## src/rtl/aha_sif_pkg.sv

```systemverilog
// Shared types and constants for the SIF 64-to-32 write splitter.
// Entry layout and output FSM encoding live here.
package aha_sif_pkg;

    localparam int SIF_DATA_W = 64;
    localparam int SIF_STRB_W = 8;
    localparam int TGT_DATA_W = 32;
    localparam int TGT_STRB_W = 4;

    typedef struct packed {
        logic [28:0]           addr;
        logic [SIF_STRB_W-1:0] strb;
        logic [SIF_DATA_W-1:0] data;
    } entry_t;

    localparam int ENTRY_W = $bits(entry_t);

    typedef enum logic [1:0] {
        ST_EMPTY = 2'd0,
        ST_LO    = 2'd1,
        ST_HI    = 2'd2
    } state_t;

endpackage

```

## src/rtl/aha_sif_wr_splitter_if.sv

```systemverilog
// SIF write input and 32-bit target request bundle.
// master = upstream/target environment, slave = splitter.
interface aha_sif_wr_splitter_if;
    import aha_sif_pkg::*;

    logic [31:0]           SIF_ADDR;
    logic [SIF_STRB_W-1:0] SIF_STRB;
    logic                  SIF_WE;
    logic [SIF_DATA_W-1:0] SIF_DATA;
    logic                  TGT_VALID;
    logic [31:0]           TGT_ADDR;
    logic [TGT_DATA_W-1:0] TGT_DATA;
    logic [TGT_STRB_W-1:0] TGT_STRB;
    logic                  TGT_READY;

    modport master (
        output SIF_ADDR, SIF_STRB, SIF_WE, SIF_DATA, TGT_READY,
        input  TGT_VALID, TGT_ADDR, TGT_DATA, TGT_STRB
    );

    modport slave (
        input  SIF_ADDR, SIF_STRB, SIF_WE, SIF_DATA, TGT_READY,
        output TGT_VALID, TGT_ADDR, TGT_DATA, TGT_STRB
    );

endinterface

```

## src/rtl/aha_sif_sync_fifo.sv

```systemverilog
// Generic single-clock FIFO with wrap-bit pointers.
// Exposes the head and the entry behind it for gap-free replay.
module aha_sif_sync_fifo #(
    parameter int W     = 8,
    parameter int DEPTH = 4,
    parameter int LVL_W = $clog2(DEPTH) + 1
) (
    input  logic             clk,
    input  logic             rst,
    input  logic             push,
    input  logic [W-1:0]     din,
    input  logic             pop,
    output logic [W-1:0]     dout,
    output logic [W-1:0]     dout_nxt,
    output logic             full,
    output logic             empty,
    output logic [LVL_W-1:0] level
);

    localparam int AW = $clog2(DEPTH);

    logic [W-1:0] mem [DEPTH];
    logic [AW:0]  wr_ptr;
    logic [AW:0]  rd_ptr;
    logic [AW:0]  rd_nxt;
    logic [AW:0]  diff;

    assign rd_nxt   = rd_ptr + 1'b1;
    assign diff     = wr_ptr - rd_ptr;
    assign dout     = mem[rd_ptr[AW-1:0]];
    assign dout_nxt = mem[rd_nxt[AW-1:0]];
    assign full     = (diff == (AW+1)'(DEPTH));
    assign empty    = (diff == '0);
    assign level    = LVL_W'(diff);

    // Storage write; contents need no reset.
    always_ff @(posedge clk) begin
        if (push) mem[wr_ptr[AW-1:0]] <= din;
    end

    // Pointer update; a push into a full FIFO relies on the caller popping.
    always_ff @(posedge clk) begin
        if (rst) begin
            wr_ptr <= '0;
            rd_ptr <= '0;
        end else begin
            if (push) wr_ptr <= wr_ptr + 1'b1;
            if (pop)  rd_ptr <= rd_nxt;
        end
    end

endmodule

```

## src/rtl/aha_sif_wr_splitter.sv

```systemverilog
// Buffers 64-bit SIF writes and replays them as one or two
// 32-bit valid/ready requests; drops on full set a sticky flag.
module aha_sif_wr_splitter
    import aha_sif_pkg::*;
#(
    parameter int FIFO_DEPTH = 4,
    parameter int LVL_W      = $clog2(FIFO_DEPTH) + 1
) (
    input  logic                  ACLK,
    input  logic                  ARESET,
    aha_sif_wr_splitter_if.slave  bus,
    output logic [LVL_W-1:0]      FIFO_LEVEL,
    output logic                  OVERFLOW,
    input  logic                  OVERFLOW_CLR,
    output logic                  IDLE
);

    entry_t    in_ent;
    entry_t    head;
    entry_t    head_nxt;
    entry_t    load_ent;
    logic      full;
    logic      empty;
    logic      push_req;
    logic      push;
    logic      drop;
    logic      hs;
    logic      retire;
    logic      load;
    logic      load_hi;
    logic      to_empty;
    state_t    state;
    logic        tgt_valid;
    logic [31:0] tgt_addr;
    logic [31:0] tgt_data;
    logic [3:0]  tgt_strb;

    assign in_ent   = '{addr: bus.SIF_ADDR[31:3],
                        strb: bus.SIF_STRB,
                        data: bus.SIF_DATA};
    assign push_req = bus.SIF_WE && (|bus.SIF_STRB);
    assign push     = push_req && (!full || retire);
    assign drop     = push_req && full && !retire;
    assign hs       = tgt_valid && bus.TGT_READY;

    aha_sif_sync_fifo #(
        .W     (ENTRY_W),
        .DEPTH (FIFO_DEPTH),
        .LVL_W (LVL_W)
    ) u_fifo (
        .clk      (ACLK),
        .rst      (ARESET),
        .push     (push),
        .din      (in_ent),
        .pop      (retire),
        .dout     (head),
        .dout_nxt (head_nxt),
        .full     (full),
        .empty    (empty),
        .level    (FIFO_LEVEL)
    );

    // Decide what the request register presents after this edge.
    always_comb begin
        load     = 1'b0;
        load_hi  = 1'b0;
        load_ent = head;
        to_empty = 1'b0;
        retire   = 1'b0;
        unique case (state)
            ST_EMPTY: load = !empty;
            ST_LO: begin
                if (hs) begin
                    if (|head.strb[7:4]) begin
                        load    = 1'b1;
                        load_hi = 1'b1;
                    end else begin
                        retire = 1'b1;
                    end
                end
            end
            ST_HI: retire = hs;
            default: ;
        endcase
        if (retire) begin
            if (FIFO_LEVEL >= LVL_W'(2)) begin
                load     = 1'b1;
                load_ent = head_nxt;
            end else begin
                to_empty = 1'b1;
            end
        end
        if (load && !load_hi) load_hi = ~|load_ent.strb[3:0];
    end

    // Output FSM with registered request fields.
    always_ff @(posedge ACLK) begin
        if (ARESET) begin
            state     <= ST_EMPTY;
            tgt_valid <= 1'b0;
            tgt_addr  <= '0;
            tgt_data  <= '0;
            tgt_strb  <= '0;
        end else if (load) begin
            state     <= load_hi ? ST_HI : ST_LO;
            tgt_valid <= 1'b1;
            tgt_addr  <= {load_ent.addr, load_hi, 2'b00};
            tgt_data  <= load_hi ? load_ent.data[63:32]
                                 : load_ent.data[31:0];
            tgt_strb  <= load_hi ? load_ent.strb[7:4]
                                 : load_ent.strb[3:0];
        end else if (to_empty) begin
            state     <= ST_EMPTY;
            tgt_valid <= 1'b0;
        end
    end

    // Sticky drop flag; a drop beats a clear in the same cycle.
    always_ff @(posedge ACLK) begin
        if (ARESET)            OVERFLOW <= 1'b0;
        else if (drop)         OVERFLOW <= 1'b1;
        else if (OVERFLOW_CLR) OVERFLOW <= 1'b0;
    end

    assign bus.TGT_VALID = tgt_valid;
    assign bus.TGT_ADDR  = tgt_addr;
    assign bus.TGT_DATA  = tgt_data;
    assign bus.TGT_STRB  = tgt_strb;
    assign IDLE          = (FIFO_LEVEL == '0) && !tgt_valid;

endmodule

```

## src/flat_wrapper.sv

```systemverilog
// flat-port wrapper written by rule: the top's interface ports become plain ports
module aha_sif_wr_splitter_flat import aha_sif_pkg::*;
#(
    parameter int FIFO_DEPTH = 4,
    parameter int LVL_W      = $clog2(FIFO_DEPTH) + 1
)
  (ACLK, ARESET, FIFO_LEVEL, OVERFLOW, OVERFLOW_CLR, IDLE, bus_SIF_ADDR, bus_SIF_STRB, bus_SIF_WE, bus_SIF_DATA, bus_TGT_READY, bus_TGT_VALID, bus_TGT_ADDR, bus_TGT_DATA, bus_TGT_STRB);
  aha_sif_wr_splitter_if bus_i ();
  input  logic ACLK;
  input  logic ARESET;
  output logic [LVL_W-1:0] FIFO_LEVEL;
  output logic OVERFLOW;
  input  logic OVERFLOW_CLR;
  output logic IDLE;
  input wire logic [$bits(bus_i.SIF_ADDR)-1:0] bus_SIF_ADDR;
  input wire logic [$bits(bus_i.SIF_STRB)-1:0] bus_SIF_STRB;
  input wire logic [$bits(bus_i.SIF_WE)-1:0] bus_SIF_WE;
  input wire logic [$bits(bus_i.SIF_DATA)-1:0] bus_SIF_DATA;
  input wire logic [$bits(bus_i.TGT_READY)-1:0] bus_TGT_READY;
  output wire logic [$bits(bus_i.TGT_VALID)-1:0] bus_TGT_VALID;
  output wire logic [$bits(bus_i.TGT_ADDR)-1:0] bus_TGT_ADDR;
  output wire logic [$bits(bus_i.TGT_DATA)-1:0] bus_TGT_DATA;
  output wire logic [$bits(bus_i.TGT_STRB)-1:0] bus_TGT_STRB;
  assign bus_i.SIF_ADDR = bus_SIF_ADDR;
  assign bus_i.SIF_STRB = bus_SIF_STRB;
  assign bus_i.SIF_WE = bus_SIF_WE;
  assign bus_i.SIF_DATA = bus_SIF_DATA;
  assign bus_i.TGT_READY = bus_TGT_READY;
  assign bus_TGT_VALID = bus_i.TGT_VALID;
  assign bus_TGT_ADDR = bus_i.TGT_ADDR;
  assign bus_TGT_DATA = bus_i.TGT_DATA;
  assign bus_TGT_STRB = bus_i.TGT_STRB;
  aha_sif_wr_splitter #(.FIFO_DEPTH(FIFO_DEPTH), .LVL_W(LVL_W)) u_core (.ACLK(ACLK), .ARESET(ARESET), .bus(bus_i), .FIFO_LEVEL(FIFO_LEVEL), .OVERFLOW(OVERFLOW), .OVERFLOW_CLR(OVERFLOW_CLR), .IDLE(IDLE));
endmodule
```

## config.mk

```make
export PLATFORM = sky130hd
export DESIGN_NAME = aha_sif_wr_splitter_flat
export DESIGN_NICKNAME = d
export VERILOG_FILES = /design/src/rtl/aha_sif_pkg.sv /design/src/rtl/aha_sif_wr_splitter_if.sv /design/src/rtl/aha_sif_sync_fifo.sv /design/src/rtl/aha_sif_wr_splitter.sv /design/src/flat_wrapper.sv
export SDC_FILE = /design/constraint.sdc
export NUM_CORES = 1
export LEC_CHECK = 0
export BUFFER_PORTS_ARGS = -buffer_cell sky130_fd_sc_hd__buf_2
export CAP_MARGIN = 15
export CELL_PAD_IN_SITES_DETAIL_PLACEMENT = 1
export CELL_PAD_IN_SITES_GLOBAL_PLACEMENT = 1
export CORE_MARGIN = 5
export CORE_UTILIZATION = 52
export DETAILED_ROUTE_END_ITERATION = 8
export PLACE_DENSITY_LB_ADDON = 0.05
export SKIP_LAST_GASP = 1
export SYNTH_ARGS = -nofsm -noshare
export SYNTH_HDL_FRONTEND = slang
export SYNTH_HIERARCHICAL = 1
export SYNTH_SLANG_ARGS = --single-unit
```

## constraint.sdc

```tcl
create_clock -name ACLK -period 7.2 [get_ports ACLK]
set_clock_uncertainty 0.15 [all_clocks]
set_input_delay 0.36 -clock ACLK [delete_from_list [all_inputs] [get_ports ACLK]]
set_output_delay 0.36 -clock ACLK [all_outputs]
set_load 0.01 [all_outputs]
```

==> metrics.md <==
| Metric | Value |
|---|---|
| Syn. warnings | 6 |
| Setup TNS | 0 ns |
| Sequential share of the synthesized area | a little under two thirds |
| Min-delay src | bus_SIF_WE |
| Detailed Place HPWL | 29.79 mm |
| Clock slew seen by the registers of the worst setup and hold paths | 0.06 ns |
| Mapped Area | approximately 21000 um2 |
| Setup crit end kind | register |
| Required time of the critical path | about 7.3 ns |
| Synthesized flop and latch total | 482 |
| Antenna violations before repair | 7 |
| Critical path's slowest cell | and2_4 |
| CP Launch Type | register |
| Pleak | approximately 8.6 nW |
| Synth Area per Inst | about 19 um2 |
| Max VDD drop | 197.7 uV |
| Nets | between 1500 and 2000 |
| Port bufs | ~180 |
| Multi-input combinational cell area | 7211 um2 |
| Area growth from synthesis to layout | 18.51% |
| Core Region | between 40000 and 50000 um2 |
| Crit Path Max Fanout | 56 |
| Syn Inst Count | 1136 |
| Initial Utilization | 52.52% |
| Synth Flop Type | edfxtp_1 |
| Max-cap violations | 0 |
| Layout cells sized above 1 | 37.93% |
| Global-route wire length before repair | 79.33 mm |
| Clock Tree Root | clkbuf_16 |
| Final Setup Violations | 0 |
| DRC viols | 0 |
| Fill cell count | 3549 |
| Die H | 212.9 um |
| Die area | 45310 um2 |
| Bufs and invs on worst path | 1 |
| Final slew viol count | 0 |
| DR WL/cell | 25.83 um |
| M1 wire length | 21.26 mm |
| Asr flop ratio synth | 0% |
| Commonest non-fill, non-tap cell in the layout | edfxtp_1 |
| Via count | 12050 |
| GR Util All Layers | 23.15% |
| Post-synth EDFFs | between 400 and 500 |
| Drt initial violations | 775 |
| Setup Crit Path Kind | reg -> reg |
| Final hold viol count | 0 |
| Met2 WL post-DR | 26.80 mm |
| Pre-CTS setup slack | 2.117 ns |
| CP Cell Sequence | mux4_2 > nor4_4 > a21o_2 > nand4_1 > a21oi_1 > and2_4 > buf_12 |
| Row count | 74 |
| Register area | 13700 um2 |
| Status | finished clean |
| Vias in the first global route | 13300 |
| TritonCTS Sinks | 482 |
| Slew margin rel. | 27.09% |
| Vias/cell | about 6.1 |
| DRT antenna net count | 0 |
| Least-Margin Pin Slew | 1.090 ns |
| # IOs | around 180 |
| Die Width | 212.9 um |
| Min cycle time layout | 5.070 ns |
| Tcrit/Tclk final | 70.41% |
| Post-CTS sizing | 0 |
| Clk_lat worst skew | 0.58 ns |
| Inserted Clock Buffers | 52 |
| Met3 WL | 2.438 mm |
| Synth unique cells | 51 |
| Largest stage delay, worst path | slightly above 0.9 ns |
| H-tree depth | 2 |
| Pre-antenna DRT Iters | 4 |
| Top delay family on crit path | simple AND/OR/NAND/NOR gates |
| Top sig layer | met5 |
| Drt total wl | 51.38 mm |
| Power per cell area | approximately 250 nW/um2 |
| Critical path data arrival time | between 5 and 6 ns |
| F_max | 0.1973 GHz |
| CTS max path bufs | 3 |
| Most frequent cells in the layout | edfxtp_1, mux4_2, buf_2, dlygate4sd3_1, nand2_1 |
| Gr ovfl total | 0 |
| Placer congestion estimate | between 0.7 and 0.8 |
| CTS tree | done |
| Worst Hold Class | in -> reg |
| RSZ-0062 raised after global routing | false |
| Final worst slack | approximately 2.1 ns |
| Largest net degree at the start of global routing | 74 |
-- what timing repair did --
action / CTS / global route
setup buffers: 0 / 0
hold endpoints to repair: 405 / 0
hold buffers: 103 / 0
-- cell type report --
| type | instances | share of cell area, % |
|---|---|---|
| inverters | 7 | 0.1036 |
| multi-input cells | 566 | 28.44 |
| diodes | 7 | 0.06908 |
| repair buffers | 300 | 8.349 |
| flip-flops and latches | 482 | 54.05 |
| well taps | 532 | 2.625 |
| clock inverters | 18 | 0.4293 |
| clock buffers | 77 | 5.941 |
-- worst paths after layout --
path	to	slack, ns	cells after the start
setup reg to reg	u_core/u_fifo/mem[1][35]	2.13	7
hold / removal	u_core/u_fifo/wr_ptr[2]	0.20	5
setup / recovery	u_core/u_fifo/mem[1][35]	2.13	7
hold reg to reg	u_core/bus.TGT_DATA[29]	0.32	1
-- cells by family after synthesis --
family / after synthesis / share of synthesized area (%)
flops: 482 / 64.00
mux: 260 / 24.14
simple gates: 178 / 3.737
compound gates: 113 / 4.707
buf+inv: 89 / 2.591
fa+ha+maj: 10 / 0.6199
xor+xnor: 3 / 0.1930
other cells: 1 / 0.01753
-- cell usage after synthesis, types with 11 or more instances --
| cell type | n | area share [%] |
|---|---|---|
| o21ai_2 | 20 | 0.82 |
| nor2_1 | 38 | 0.67 |
| mux2_1 | 11 | 0.58 |
| mux4_2 | 202 | 21 |
| edfxtp_1 | 404 | 57 |
| a311oi_1 | 29 | 1.2 |
| clkbuf_1 | 18 | 0.32 |
| buf_2 | 35 | 0.82 |
| dfxtp_1 | 78 | 7.3 |
| nand2_1 | 96 | 1.7 |
| buf_6 | 20 | 1.1 |
| mux2i_1 | 30 | 1.4 |
| nand3_1 | 19 | 0.44 |
| mux2_2 | 17 | 0.89 |
| a22oi_2 | 20 | 1.2 |
-- per-stage QoR --
| stage | hold slack [ns] | std cells | util, % | area, um2 | total power [W] |
|---|---|---|---|---|---|
| 2_1_floorplan | 0.2791 | 1137 | - | 21400 | 0.003677 |
| 3_3_place_gp | 0.2951 | 1784 | 55.70 | 22690 | 0.003912 |
| 3_5_place_dp | 0.3040 | 1784 | 55.70 | 22690 | 0.003938 |
| 4_1_cts | 0.1497 | 1982 | 62.20 | 25340 | 0.006502 |
| 5_1_grt | 0.2095 | 1988 | 62.24 | 25350 | 0.006705 |
| 6_report | 0.1960 | 1989 | 62.24 | 25360 | 0.006421 |
-- power breakdown --
part	total, W	switching [W]	internal, W
clock network	0.00250	0.00102	0.00147
logic	0.000627	0.000352	0.000275
registers	0.00330	0.0000883	0.00321
-- tightest hold or removal path, stage by stage --
cell and delay (ns):
buf_2 0.11, nand2_1 0.05, a21oi_1 0.13, nand3b_1 0.14, a21oi_1 0.07
-- sequential cells by signal, summed over array words and instances, names as in the netlist, 2 cells and up, named ones only --
signal	cells
u_core/bus.TGT_STRB	4
u_core/bus.TGT_DATA	32
u_core/u_fifo/rd_ptr	3
u_core/u_fifo/mem	404
u_core/state	2
u_core/bus.TGT_ADDR	30
u_core/u_fifo/wr_ptr	3
-- routing by layer --
metal,track usage [%],up-vias
li1,-,5312
met1,30.58,6400
met2,40.64,277
met3,3.585,55
met4,6.025,2
met5,0,-
(Power assumes the default switching activity.)
